[config.mk]
export PLATFORM = sky130hd
export DESIGN_NAME = ram_port_arbiter_flat
export DESIGN_NICKNAME = d
export VERILOG_FILES = /design/src/rtl/ram_port_arbiter_if.sv /design/src/rtl/ram_port_arbiter.sv /design/src/flat_wrapper.sv
export SDC_FILE = /design/constraint.sdc
export NUM_CORES = 1
export LEC_CHECK = 0
export CORE_AREA = 2 2 53 65
export DETAILED_ROUTE_END_ITERATION = 8
export DIE_AREA = 0 0 55 67
export GPL_TIMING_DRIVEN = 0
export PLACE_DENSITY = 0.91
export SLEW_MARGIN = 40
export SYNTH_ARGS = -nofsm -noshare
export SYNTH_HDL_FRONTEND = slang
export SYNTH_SLANG_ARGS = --single-unit
[constraint.sdc]
create_clock -name clk -period 4 [get_ports clk]
set_clock_uncertainty 0.05 [all_clocks]
set_input_delay 1.2 -clock clk [delete_from_list [all_inputs] [get_ports clk]]
set_output_delay 1.2 -clock clk [all_outputs]
set_load 0.01 [all_outputs]
[src/rtl/ram_port_arbiter_if.sv]
// Bundle between the RAM port arbiter and its two requesters plus the single-port RAM.
// The arbiter connects through the slave modport; requesters and the RAM connect through master.
interface ram_port_arbiter_if #(
    parameter int unsigned DATA_WIDTH = 8,
    parameter int unsigned ADDR_WIDTH = 8
);
    logic                  clear_req;
    logic                  init_done;

    logic                  req0_valid;
    logic                  req0_ready;
    logic                  req0_we;
    logic [ADDR_WIDTH-1:0] req0_addr;
    logic [DATA_WIDTH-1:0] req0_wdata;
    logic                  rsp0_valid;
    logic [DATA_WIDTH-1:0] rsp0_rdata;

    logic                  req1_valid;
    logic                  req1_ready;
    logic                  req1_we;
    logic [ADDR_WIDTH-1:0] req1_addr;
    logic [DATA_WIDTH-1:0] req1_wdata;
    logic                  rsp1_valid;
    logic [DATA_WIDTH-1:0] rsp1_rdata;

    logic                  ram_we;
    logic [ADDR_WIDTH-1:0] ram_addr;
    logic [DATA_WIDTH-1:0] ram_data;
    logic [DATA_WIDTH-1:0] ram_q;

    modport slave (
        input  clear_req,
        input  req0_valid, req0_we, req0_addr, req0_wdata,
        input  req1_valid, req1_we, req1_addr, req1_wdata,
        input  ram_q,
        output init_done,
        output req0_ready, rsp0_valid, rsp0_rdata,
        output req1_ready, rsp1_valid, rsp1_rdata,
        output ram_we, ram_addr, ram_data
    );

    modport master (
        output clear_req,
        output req0_valid, req0_we, req0_addr, req0_wdata,
        output req1_valid, req1_we, req1_addr, req1_wdata,
        output ram_q,
        input  init_done,
        input  req0_ready, rsp0_valid, rsp0_rdata,
        input  req1_ready, rsp1_valid, rsp1_rdata,
        input  ram_we, ram_addr, ram_data
    );
endinterface

[src/rtl/ram_port_arbiter.sv]
// Two-requester round-robin arbiter in front of a single-port RAM, with a zero-fill
// sweep of the whole array after reset and on every clear request.
module ram_port_arbiter #(
    parameter int unsigned DATA_WIDTH = 8,
    parameter int unsigned ADDR_WIDTH = 8
) (
    input  logic                clk,
    input  logic                rst_n,
    ram_port_arbiter_if.slave   bus
);

    localparam logic [0:0] ST_INIT = 1'b0;
    localparam logic [0:0] ST_RUN  = 1'b1;

    localparam logic [ADDR_WIDTH-1:0] CNT_LAST = '1;

    logic [0:0]            state_q, state_d;
    logic [ADDR_WIDTH-1:0] clr_cnt_q, clr_cnt_d;
    logic                  last_grant_q, last_grant_d;
    logic                  rsp0_valid_q, rsp0_valid_d;
    logic                  rsp1_valid_q, rsp1_valid_d;
    logic                  init_done_q, init_done_d;

    logic                  gnt0_c, gnt1_c;
    logic                  ram_we_c;
    logic [ADDR_WIDTH-1:0] ram_addr_c;
    logic [DATA_WIDTH-1:0] ram_data_c;

    always_ff @(posedge clk or negedge rst_n) begin
        if (!rst_n) begin
            state_q      <= ST_INIT;
            clr_cnt_q    <= '0;
            last_grant_q <= 1'b1;
            rsp0_valid_q <= 1'b0;
            rsp1_valid_q <= 1'b0;
            init_done_q  <= 1'b0;
        end else begin
            state_q      <= state_d;
            clr_cnt_q    <= clr_cnt_d;
            last_grant_q <= last_grant_d;
            rsp0_valid_q <= rsp0_valid_d;
            rsp1_valid_q <= rsp1_valid_d;
            init_done_q  <= init_done_d;
        end
    end

    // Zero-fill sweep in INIT; single-cycle round-robin grant and RAM mux in RUN.
    always_comb begin
        state_d      = state_q;
        clr_cnt_d    = clr_cnt_q;
        last_grant_d = last_grant_q;
        rsp0_valid_d = 1'b0;
        rsp1_valid_d = 1'b0;
        gnt0_c       = 1'b0;
        gnt1_c       = 1'b0;
        ram_we_c     = 1'b0;
        ram_addr_c   = '0;
        ram_data_c   = '0;

        case (state_q)
            ST_INIT: begin
                ram_we_c   = 1'b1;
                ram_addr_c = clr_cnt_q;
                clr_cnt_d  = clr_cnt_q + ADDR_WIDTH'(1);
                if (clr_cnt_q == CNT_LAST) begin
                    state_d = ST_RUN;
                end
            end
            ST_RUN: begin
                if (bus.clear_req) begin
                    state_d   = ST_INIT;
                    clr_cnt_d = '0;
                end else begin
                    // On a tie the requester that did not win last time is served.
                    if (bus.req0_valid && bus.req1_valid) begin
                        gnt0_c = last_grant_q;
                        gnt1_c = ~last_grant_q;
                    end else begin
                        gnt0_c = bus.req0_valid;
                        gnt1_c = bus.req1_valid;
                    end

                    if (gnt0_c) begin
                        last_grant_d = 1'b0;
                        ram_we_c     = bus.req0_we;
                        ram_addr_c   = bus.req0_addr;
                        ram_data_c   = bus.req0_we ? bus.req0_wdata : '0;
                        rsp0_valid_d = ~bus.req0_we;
                    end else if (gnt1_c) begin
                        last_grant_d = 1'b1;
                        ram_we_c     = bus.req1_we;
                        ram_addr_c   = bus.req1_addr;
                        ram_data_c   = bus.req1_we ? bus.req1_wdata : '0;
                        rsp1_valid_d = ~bus.req1_we;
                    end
                end
            end
            default: begin
                state_d   = ST_INIT;
                clr_cnt_d = '0;
            end
        endcase

        init_done_d = (state_d == ST_RUN);
    end

    assign bus.init_done  = init_done_q;
    assign bus.req0_ready = gnt0_c;
    assign bus.req1_ready = gnt1_c;
    assign bus.ram_we     = ram_we_c;
    assign bus.ram_addr   = ram_addr_c;
    assign bus.ram_data   = ram_data_c;

    // RAM output is live in the cycle after a read grant; read data is forced to 0 otherwise.
    assign bus.rsp0_valid = rsp0_valid_q;
    assign bus.rsp1_valid = rsp1_valid_q;
    assign bus.rsp0_rdata = rsp0_valid_q ? bus.ram_q : '0;
    assign bus.rsp1_rdata = rsp1_valid_q ? bus.ram_q : '0;

endmodule

[src/flat_wrapper.sv]
// flat-port wrapper written by rule: the top's interface ports become plain ports
module ram_port_arbiter_flat 
#(
    parameter int unsigned DATA_WIDTH = 8,
    parameter int unsigned ADDR_WIDTH = 8
)
  (clk, rst_n, bus_clear_req, bus_req0_valid, bus_req0_we, bus_req0_addr, bus_req0_wdata, bus_req1_valid, bus_req1_we, bus_req1_addr, bus_req1_wdata, bus_ram_q, bus_init_done, bus_req0_ready, bus_rsp0_valid, bus_rsp0_rdata, bus_req1_ready, bus_rsp1_valid, bus_rsp1_rdata, bus_ram_we, bus_ram_addr, bus_ram_data);
  ram_port_arbiter_if #(.DATA_WIDTH(DATA_WIDTH), .ADDR_WIDTH(ADDR_WIDTH)) bus_i ();
  input  logic clk;
  input  logic rst_n;
  input wire logic [$bits(bus_i.clear_req)-1:0] bus_clear_req;
  input wire logic [$bits(bus_i.req0_valid)-1:0] bus_req0_valid;
  input wire logic [$bits(bus_i.req0_we)-1:0] bus_req0_we;
  input wire logic [$bits(bus_i.req0_addr)-1:0] bus_req0_addr;
  input wire logic [$bits(bus_i.req0_wdata)-1:0] bus_req0_wdata;
  input wire logic [$bits(bus_i.req1_valid)-1:0] bus_req1_valid;
  input wire logic [$bits(bus_i.req1_we)-1:0] bus_req1_we;
  input wire logic [$bits(bus_i.req1_addr)-1:0] bus_req1_addr;
  input wire logic [$bits(bus_i.req1_wdata)-1:0] bus_req1_wdata;
  input wire logic [$bits(bus_i.ram_q)-1:0] bus_ram_q;
  output wire logic [$bits(bus_i.init_done)-1:0] bus_init_done;
  output wire logic [$bits(bus_i.req0_ready)-1:0] bus_req0_ready;
  output wire logic [$bits(bus_i.rsp0_valid)-1:0] bus_rsp0_valid;
  output wire logic [$bits(bus_i.rsp0_rdata)-1:0] bus_rsp0_rdata;
  output wire logic [$bits(bus_i.req1_ready)-1:0] bus_req1_ready;
  output wire logic [$bits(bus_i.rsp1_valid)-1:0] bus_rsp1_valid;
  output wire logic [$bits(bus_i.rsp1_rdata)-1:0] bus_rsp1_rdata;
  output wire logic [$bits(bus_i.ram_we)-1:0] bus_ram_we;
  output wire logic [$bits(bus_i.ram_addr)-1:0] bus_ram_addr;
  output wire logic [$bits(bus_i.ram_data)-1:0] bus_ram_data;
  assign bus_i.clear_req = bus_clear_req;
  assign bus_i.req0_valid = bus_req0_valid;
  assign bus_i.req0_we = bus_req0_we;
  assign bus_i.req0_addr = bus_req0_addr;
  assign bus_i.req0_wdata = bus_req0_wdata;
  assign bus_i.req1_valid = bus_req1_valid;
  assign bus_i.req1_we = bus_req1_we;
  assign bus_i.req1_addr = bus_req1_addr;
  assign bus_i.req1_wdata = bus_req1_wdata;
  assign bus_i.ram_q = bus_ram_q;
  assign bus_init_done = bus_i.init_done;
  assign bus_req0_ready = bus_i.req0_ready;
  assign bus_rsp0_valid = bus_i.rsp0_valid;
  assign bus_rsp0_rdata = bus_i.rsp0_rdata;
  assign bus_req1_ready = bus_i.req1_ready;
  assign bus_rsp1_valid = bus_i.rsp1_valid;
  assign bus_rsp1_rdata = bus_i.rsp1_rdata;
  assign bus_ram_we = bus_i.ram_we;
  assign bus_ram_addr = bus_i.ram_addr;
  assign bus_ram_data = bus_i.ram_data;
  ram_port_arbiter #(.DATA_WIDTH(DATA_WIDTH), .ADDR_WIDTH(ADDR_WIDTH)) u_core (.clk(clk), .rst_n(rst_n), .bus(bus_i));
endmodule
==> impl_metrics.ini, run 1 <==
[placement]
number_of_input_and_output_port_buffers_inserted = 83
global_placer_s_final_weighted_congestion = 0.7941
numPlacedInstances = 242
postPlaceCellArea_mm2 = 0.001902
detailed_place_hpwl_mm = 2.783

[floorplan]
die-area_mm2 = 0.003685
core_footprint_mm2 = 0.003028
io_pins = 85
starting_density_of_the_core = 0.3388
die_h_um = 67
floorplan.rows = 22
fp.dieW_um = 55

[timing]
post-route-period-util = 0.9713
report.final.slew_viol_count = 0
max_freq_mhz = 257.4
timing.max_slew.rel_slack = 0.6410
finalWorstPathRequiredPeriod_ps = 3885
finalSetupViolCount = 0
sum_of_negative_setup_slack_ps = 0
timing_hold_violations_final = 0
rsz_0062_raised_after_global_routing = false
max_slew.worst_pin.slew_ps = 536.8

[clocking]
tritoncts_clock_tree = yes
clk_pin_slew_worst_paths_ps = 80
clockBufferDepth = 2
htree_num_levels = 1
post_cts_hold_buffer_count = 0
worst_skew_pair.late_latency_ps = 270
clockRootBuffer = clkbuf_4
cts_inserted_buffers = 3
cts_num_sinks = 12

[grt]
grtUsageTotal = 0.1944
first_global_vias = 1189
globalRouteOverflowTotal = 0
grt_antenna_before_repair = 0
grt_first_pass_wirelength_mm = 5.319
grt_max_degree = 13

[route]
detailedRoute.firstIterationViolations = 21
drt_first_pass_iters = 4
remaining_drc_errors = 0
route.vias.total = 1272
antenna_left = 0
routed_wire_length_mm = 3.456
detail_route.wl_per_cell_um = 14.05
detail_route.vias_per_cell = 5.171

[worst_hold_path]
worst_hold_path_type = register to register

[logic_synthesis]
synthesized_netlist_net_count = 171
yosys.cell_types.count = 31
synth-warning-count = 0
postSynthAreaPerCell_um2 = 8.341
netlist_area_mm2 = 0.001026
synth_sequential_area_ratio = 0.2939
synthesis.instances = 123
ys_ff_latch = 12

[power]
power_density_mw_per_mm2 = 142.0
total_leakage_power_nw = 0.7920
power.ir.vdd_worst_mv = 0.1659
design_power_total_mw = 0.2758

[layout]
finalInstanceArea_mm2 = 0.001942
fin_util = 0.6413
finish.net_count = 259
layout_area_growth_over_synthesis_pct = 89.27
antenna_cells = 0
post_layout_nonfiller_instances = 246
drive_above_1_share = 0.09048

[worst_setup_path]
worst_path_max_delay_cell = clkdlybuf4s50_1
critPathMaxStageDelay_ps = 540
critPathMostFrequentCell = buf_6
crit_type = primary input to output pin
worstPathCellList = dlygate4sd2_1 -> nor2b_1 -> buf_6 -> and3_4 -> buf_6 -> clkdlybuf4s50_1
crit_buf_inv = 4
worst_setup_path_end_kind = output pin
start_kind = primary input
crit_arrival_ps = 2640
cp_top_family = buffers and inverters
timing.critical_path.required_ps = 2750
cp_max_fo = 10

[outcome]
outcome = finished clean

[flow_run]
max_cap_viols = 0
[stage by stage]
| stage | setup slack [ps] | hold WS (ps) |
|---|---|---|
| after floorplan | 690.1 | 394.6 |
| after global placement | -405.5 | 412.6 |
| after detailed placement | -443.2 | 416.3 |
| after CTS | 0.06217 | 431.8 |
| after global routing | 34.95 | 454.7 |
| final | 114.8 | 434.7 |
[power by group]
part | internal [mW] | leakage (nW) | switching, mW
clock network | 0.0552 | 0.0210 | 0.0390
logic | 0.0427 | 0.627 | 0.0177
registers | 0.121 | 0.144 | 0
total | 0.219 | 0.792 | 0.0567
[cells in the final DEF, fill, tap and decap left out, types with 5 or more instances in the layout]
cell type,n
and2_1,17
clkdlybuf4s50_1,62
nand2_1,5
buf_6,5
a221o_1,11
clkdlybuf4s15_1,5
dlygate4sd2_1,14
dfrtp_1,11
nand3_1,18
nor2b_1,9
a21oi_1,10
[sequential cells by signal (all words and copies together) (netlist names)]
name	count
u_core.bus.rsp0_valid	1
u_core.bus.rsp1_valid	1
u_core.last_grant_q	1
u_core.state_q	1
u_core.clr_cnt_q	8
[worst paths after layout]
path	start	endpoint	slack, ps	depth (start not counted)
hold reg to reg	u_core.clr_cnt_q[7]	u_core.clr_cnt_q[7]	430	1
setup / recovery	bus_clear_req	bus_req0_ready	110	6
hold / removal	u_core.clr_cnt_q[7]	u_core.clr_cnt_q[7]	430	1
min in group asynchronous	rst_n	u_core.clr_cnt_q[1]	1230	1
setup reg to reg	u_core.clr_cnt_q[0]	u_core.clr_cnt_q[6]	2340	4
max in group asynchronous	rst_n	u_core.last_grant_q	2300	1
[layer usage]
| layer | GRT usage | share of wire | vias up |
|---|---|---|---|
| met4 | 0.07622 | 0.016 | 0 |
| met2 | 0.3601 | 0.50 | 65 |
| met5 | 0 | 0 | - |
| met1 | 0.2036 | 0.37 | 575 |
| li1 | - | - | 624 |
| met3 | 0.04036 | 0.11 | 8 |
[area by class of cell]
cell class / instances / area [um2]
Clock buffer: 4 / 36.28
Inverter: 2 / 7.507
Sequential cell: 12 / 301.5
Buffer: 9 / 76.32
Multi-Input combinational cell: 99 / 649.4
Tap cell: 36 / 45.04
Timing Repair Buffer: 84 / 825.8
Fill cell: 272 / 1086
[kinds of logic (layout without fill, tap and decap cells)]
kind of cell | Yosys count | in the layout | share of synthesized area
simple gates | 64 | 64 | 0.3598
compound gates | 32 | 32 | 0.2293
flops | 12 | 12 | 0.2939
buf+inv | 12 | 99 | 0.08170
fa+ha+maj | 1 | 1 | 0.01219
xor+xnor | 1 | 1 | 0.008538
mux | 1 | 1 | 0.01463
[repair_timing]
action,in CTS,in global routing
setup buffers,1,0
setup endpoints to repair,19,9
resized for setup,25,6
[synth_stat cells]
cell | n | share of area
a221o_1 | 11 | 0.11
and3_4 | 1 | 0.011
nand2b_1 | 2 | 0.012
dfstp_2 | 1 | 0.026
a22oi_1 | 1 | 0.0073
clkbuf_1 | 3 | 0.011
dfrtp_1 | 11 | 0.27
nor3_1 | 2 | 0.0098
nand2_1 | 5 | 0.018
nand3_1 | 18 | 0.088
xnor2_1 | 1 | 0.0085
and4_4 | 1 | 0.011
nor2b_1 | 9 | 0.055
buf_1 | 1 | 0.0037
a31oi_1 | 1 | 0.0061
buf_6 | 5 | 0.055
nand4b_1 | 1 | 0.0085
a21oi_1 | 10 | 0.049
nand4_1 | 1 | 0.0061
o211ai_1 | 2 | 0.015
o31ai_1 | 2 | 0.015
inv_1 | 2 | 0.0073
and2_1 | 18 | 0.11
nor2_1 | 4 | 0.015
nor3b_1 | 1 | 0.0073
mux2_4 | 1 | 0.015
a21boi_2 | 1 | 0.011
buf_2 | 1 | 0.0049
and2_4 | 1 | 0.0085
ha_1 | 1 | 0.012
o21ai_0 | 4 | 0.020
Power figures use the tool's default switching activity.
==> inputs of run 2 (changes only) <==
--- a/config.mk
+++ b/config.mk
@@ -5,12 +5,12 @@
 export SDC_FILE = /design/constraint.sdc
 export NUM_CORES = 1
 export LEC_CHECK = 0
-export CORE_AREA = 2 2 53 65
+export CORE_AREA = 2 2 45 55
 export DETAILED_ROUTE_END_ITERATION = 8
-export DIE_AREA = 0 0 55 67
-export GPL_TIMING_DRIVEN = 0
-export PLACE_DENSITY = 0.91
-export SLEW_MARGIN = 40
+export DIE_AREA = 0 0 47 57
+export DONT_BUFFER_PORTS = 1
+export PLACE_DENSITY = 0.71
+export SLEW_MARGIN = 30
 export SYNTH_ARGS = -nofsm -noshare
 export SYNTH_HDL_FRONTEND = slang
 export SYNTH_SLANG_ARGS = --single-unit
==> run 2 against run 1 <==
  * Sequential share of layout area grew 14 points
  * Utilization down 17 points
  * Die area fell by 27%
  * Non-clock buffer count fell by 92
  * Flip-flop and latch count stayed put
  * Global-route usage is 2.0 points lower
  * Setup slack improved by 540 ps
  * Largest cell class is now multi-input gates
==> impl_metrics.ini, run 2 (synthesized netlist as in run 1, its figures left out) <==
[outcome]
outcome = finished clean

[grt]
grt_first_pass_wirelength_mm = 3.415
grt_max_degree = 22
groute.layer.met1.usage = 0.1818
globalRouteMet2Util = 0.3131
grtUsageTotal = 0.1748
grt_busiest_layer = met2
grt_antenna_before_repair = 0
first_global_vias = 829
globalRouteOverflowTotal = 0
grt.met3_usage = 0.04747

[route]
routed_wire_length_mm = 2.494
remaining_drc_errors = 0
route.vias.total = 966
detail_route.vias_per_cell = 6.483
antenna_left = 0
drt_first_pass_iters = 4
detail_route.wl_per_cell_um = 16.74
detailedRoute.firstIterationViolations = 13

[clocking]
clk_pin_slew_worst_paths_ps = 80
tritoncts_clock_tree = yes
clockBufferDepth = 2
post_cts_hold_buffer_count = 0
clockRootBuffer = clkbuf_4
post-cts-setup-buffer-count = 0
htree_num_levels = 1
post_cts_resized = 0
cts_num_sinks = 12
worst_skew_pair.late_latency_ps = 270
cts_inserted_buffers = 3

[layout]
finalInstanceArea_mm2 = 0.001022
drive_above_1_share = 0.08475
largest-register = u_core.clr_cnt_q
antenna_cells = 0
largest_register_ffs = 8
finish.net_count = 167
layout_area_growth_over_synthesis_pct = -0.3659
most_frequent_cells_in_the_layout = and2_1 (18), nand3_1 (18), a221o_1 (11), dfrtp_1 (11), a21oi_1 (10)

[worst_hold_path]
worst_hold_path_type = register to register
hold_path_stages = 1
holdCritStartpoint = u_core.clr_cnt_q[7]
worst_hold_path.endpoint = u_core.clr_cnt_q[7]

[timing]
report.final.slew_viol_count = 0
finalSetupViolCount = 0
timing_hold_violations_final = 0
sum_of_negative_setup_slack_ps = 0
post-route-period-util = 0.8363
max_freq_mhz = 298.9
max_slew.worst_pin.slew_ps = 668.6
finalWorstPathRequiredPeriod_ps = 3345
rsz_0062_raised_after_global_routing = false
timing.max_slew.rel_slack = 0.5542

[floorplan]
starting_density_of_the_core = 0.4691
floorplan.rows = 19
io_pins = 85
die-area_mm2 = 0.002679
die_h_um = 57
core_footprint_mm2 = 0.002187
fp.dieW_um = 47

[worst_setup_path]
worstSetupPathDepth = 3
critical_r2r_capture = u_core.bus.rsp0_valid
crit_buf_inv = 0
crit_arrival_ps = 2100
crit_type = primary input to output pin
cp_top_family = compound AO/OA/AOI/OAI gates
timing.critical_path.required_ps = 2750
worstPathCellList = a21boi_2 -> and2_4 -> a221o_1
critPathMaxStageDelay_ps = 360
reg2reg_setup_slack_ps = 2270
start_kind = primary input
worst_setup_path_end_kind = output pin
cp_max_fo = 10
regToRegStartpoint = u_core.state_q
worst_path_max_delay_cell = a21boi_2
reg2regPathDepth = 3

[power]
design_power_total_mw = 0.2122
power_density_mw_per_mm2 = 207.6
total_leakage_power_nw = 0.3680
power.ir.vdd_worst_mv = 0.1505

[placement]
global_placer_s_final_weighted_congestion = 0.8387
postPlaceCellArea_um2 = 996.0
detailed_place_hpwl_mm = 1.906
number_of_input_and_output_port_buffers_inserted = 0

[flow_run]
max_cap_viols = 0
-- run 2: worst max-delay path by stage --
stage	startpoint	endpoint	slack [ps]
after global placement	bus_req1_valid	bus_ram_addr[5]	690
after detailed placement	bus_req1_valid	bus_ram_addr[0]	660
after CTS	bus_req1_valid	bus_ram_addr[0]	650
after floorplan	bus_req1_valid	bus_ram_addr[0]	690
final	bus_req1_valid	bus_ram_addr[0]	650
after global routing	bus_req1_valid	bus_ram_addr[6]	550
-- run 2: area by class of cell --
class | count | area (um2)
Fill cell | 223 | 1165
Multi-Input combinational cell | 99 | 640.6
Sequential cell | 12 | 301.5
Tap cell | 31 | 38.79
Clock buffer | 4 | 26.28
Timing Repair Buffer | 1 | 7.507
Inverter | 2 | 7.507
-- run 2: metal layers --
metal,part of all wire,wire length [um]
met5,0,0
met4,0.013,32
met3,0.089,221
met2,0.53,1311
met1,0.37,929
-- run 2: stage by stage --
stage / worst slack, ps / instances / util / hold WS (ps)
3_3_place_gp: 690.0 / 145 / 0.4554 / 414.2
3_5_place_dp: 655.5 / 145 / 0.4554 / 428.1
6_report: 654.9 / 149 / 0.4674 / 433.9
5_1_grt: 552.3 / 149 / 0.4674 / 465.3
2_1_floorplan: 690.1 / 123 / - / 394.6
4_1_cts: 654.6 / 149 / 0.4674 / 438.3
-- run 2: power by group --
part / switching [mW] / internal (mW)
registers: 0 / 0.121
logic: 0.00550 / 0.00360
clock network: 0.0432 / 0.0386
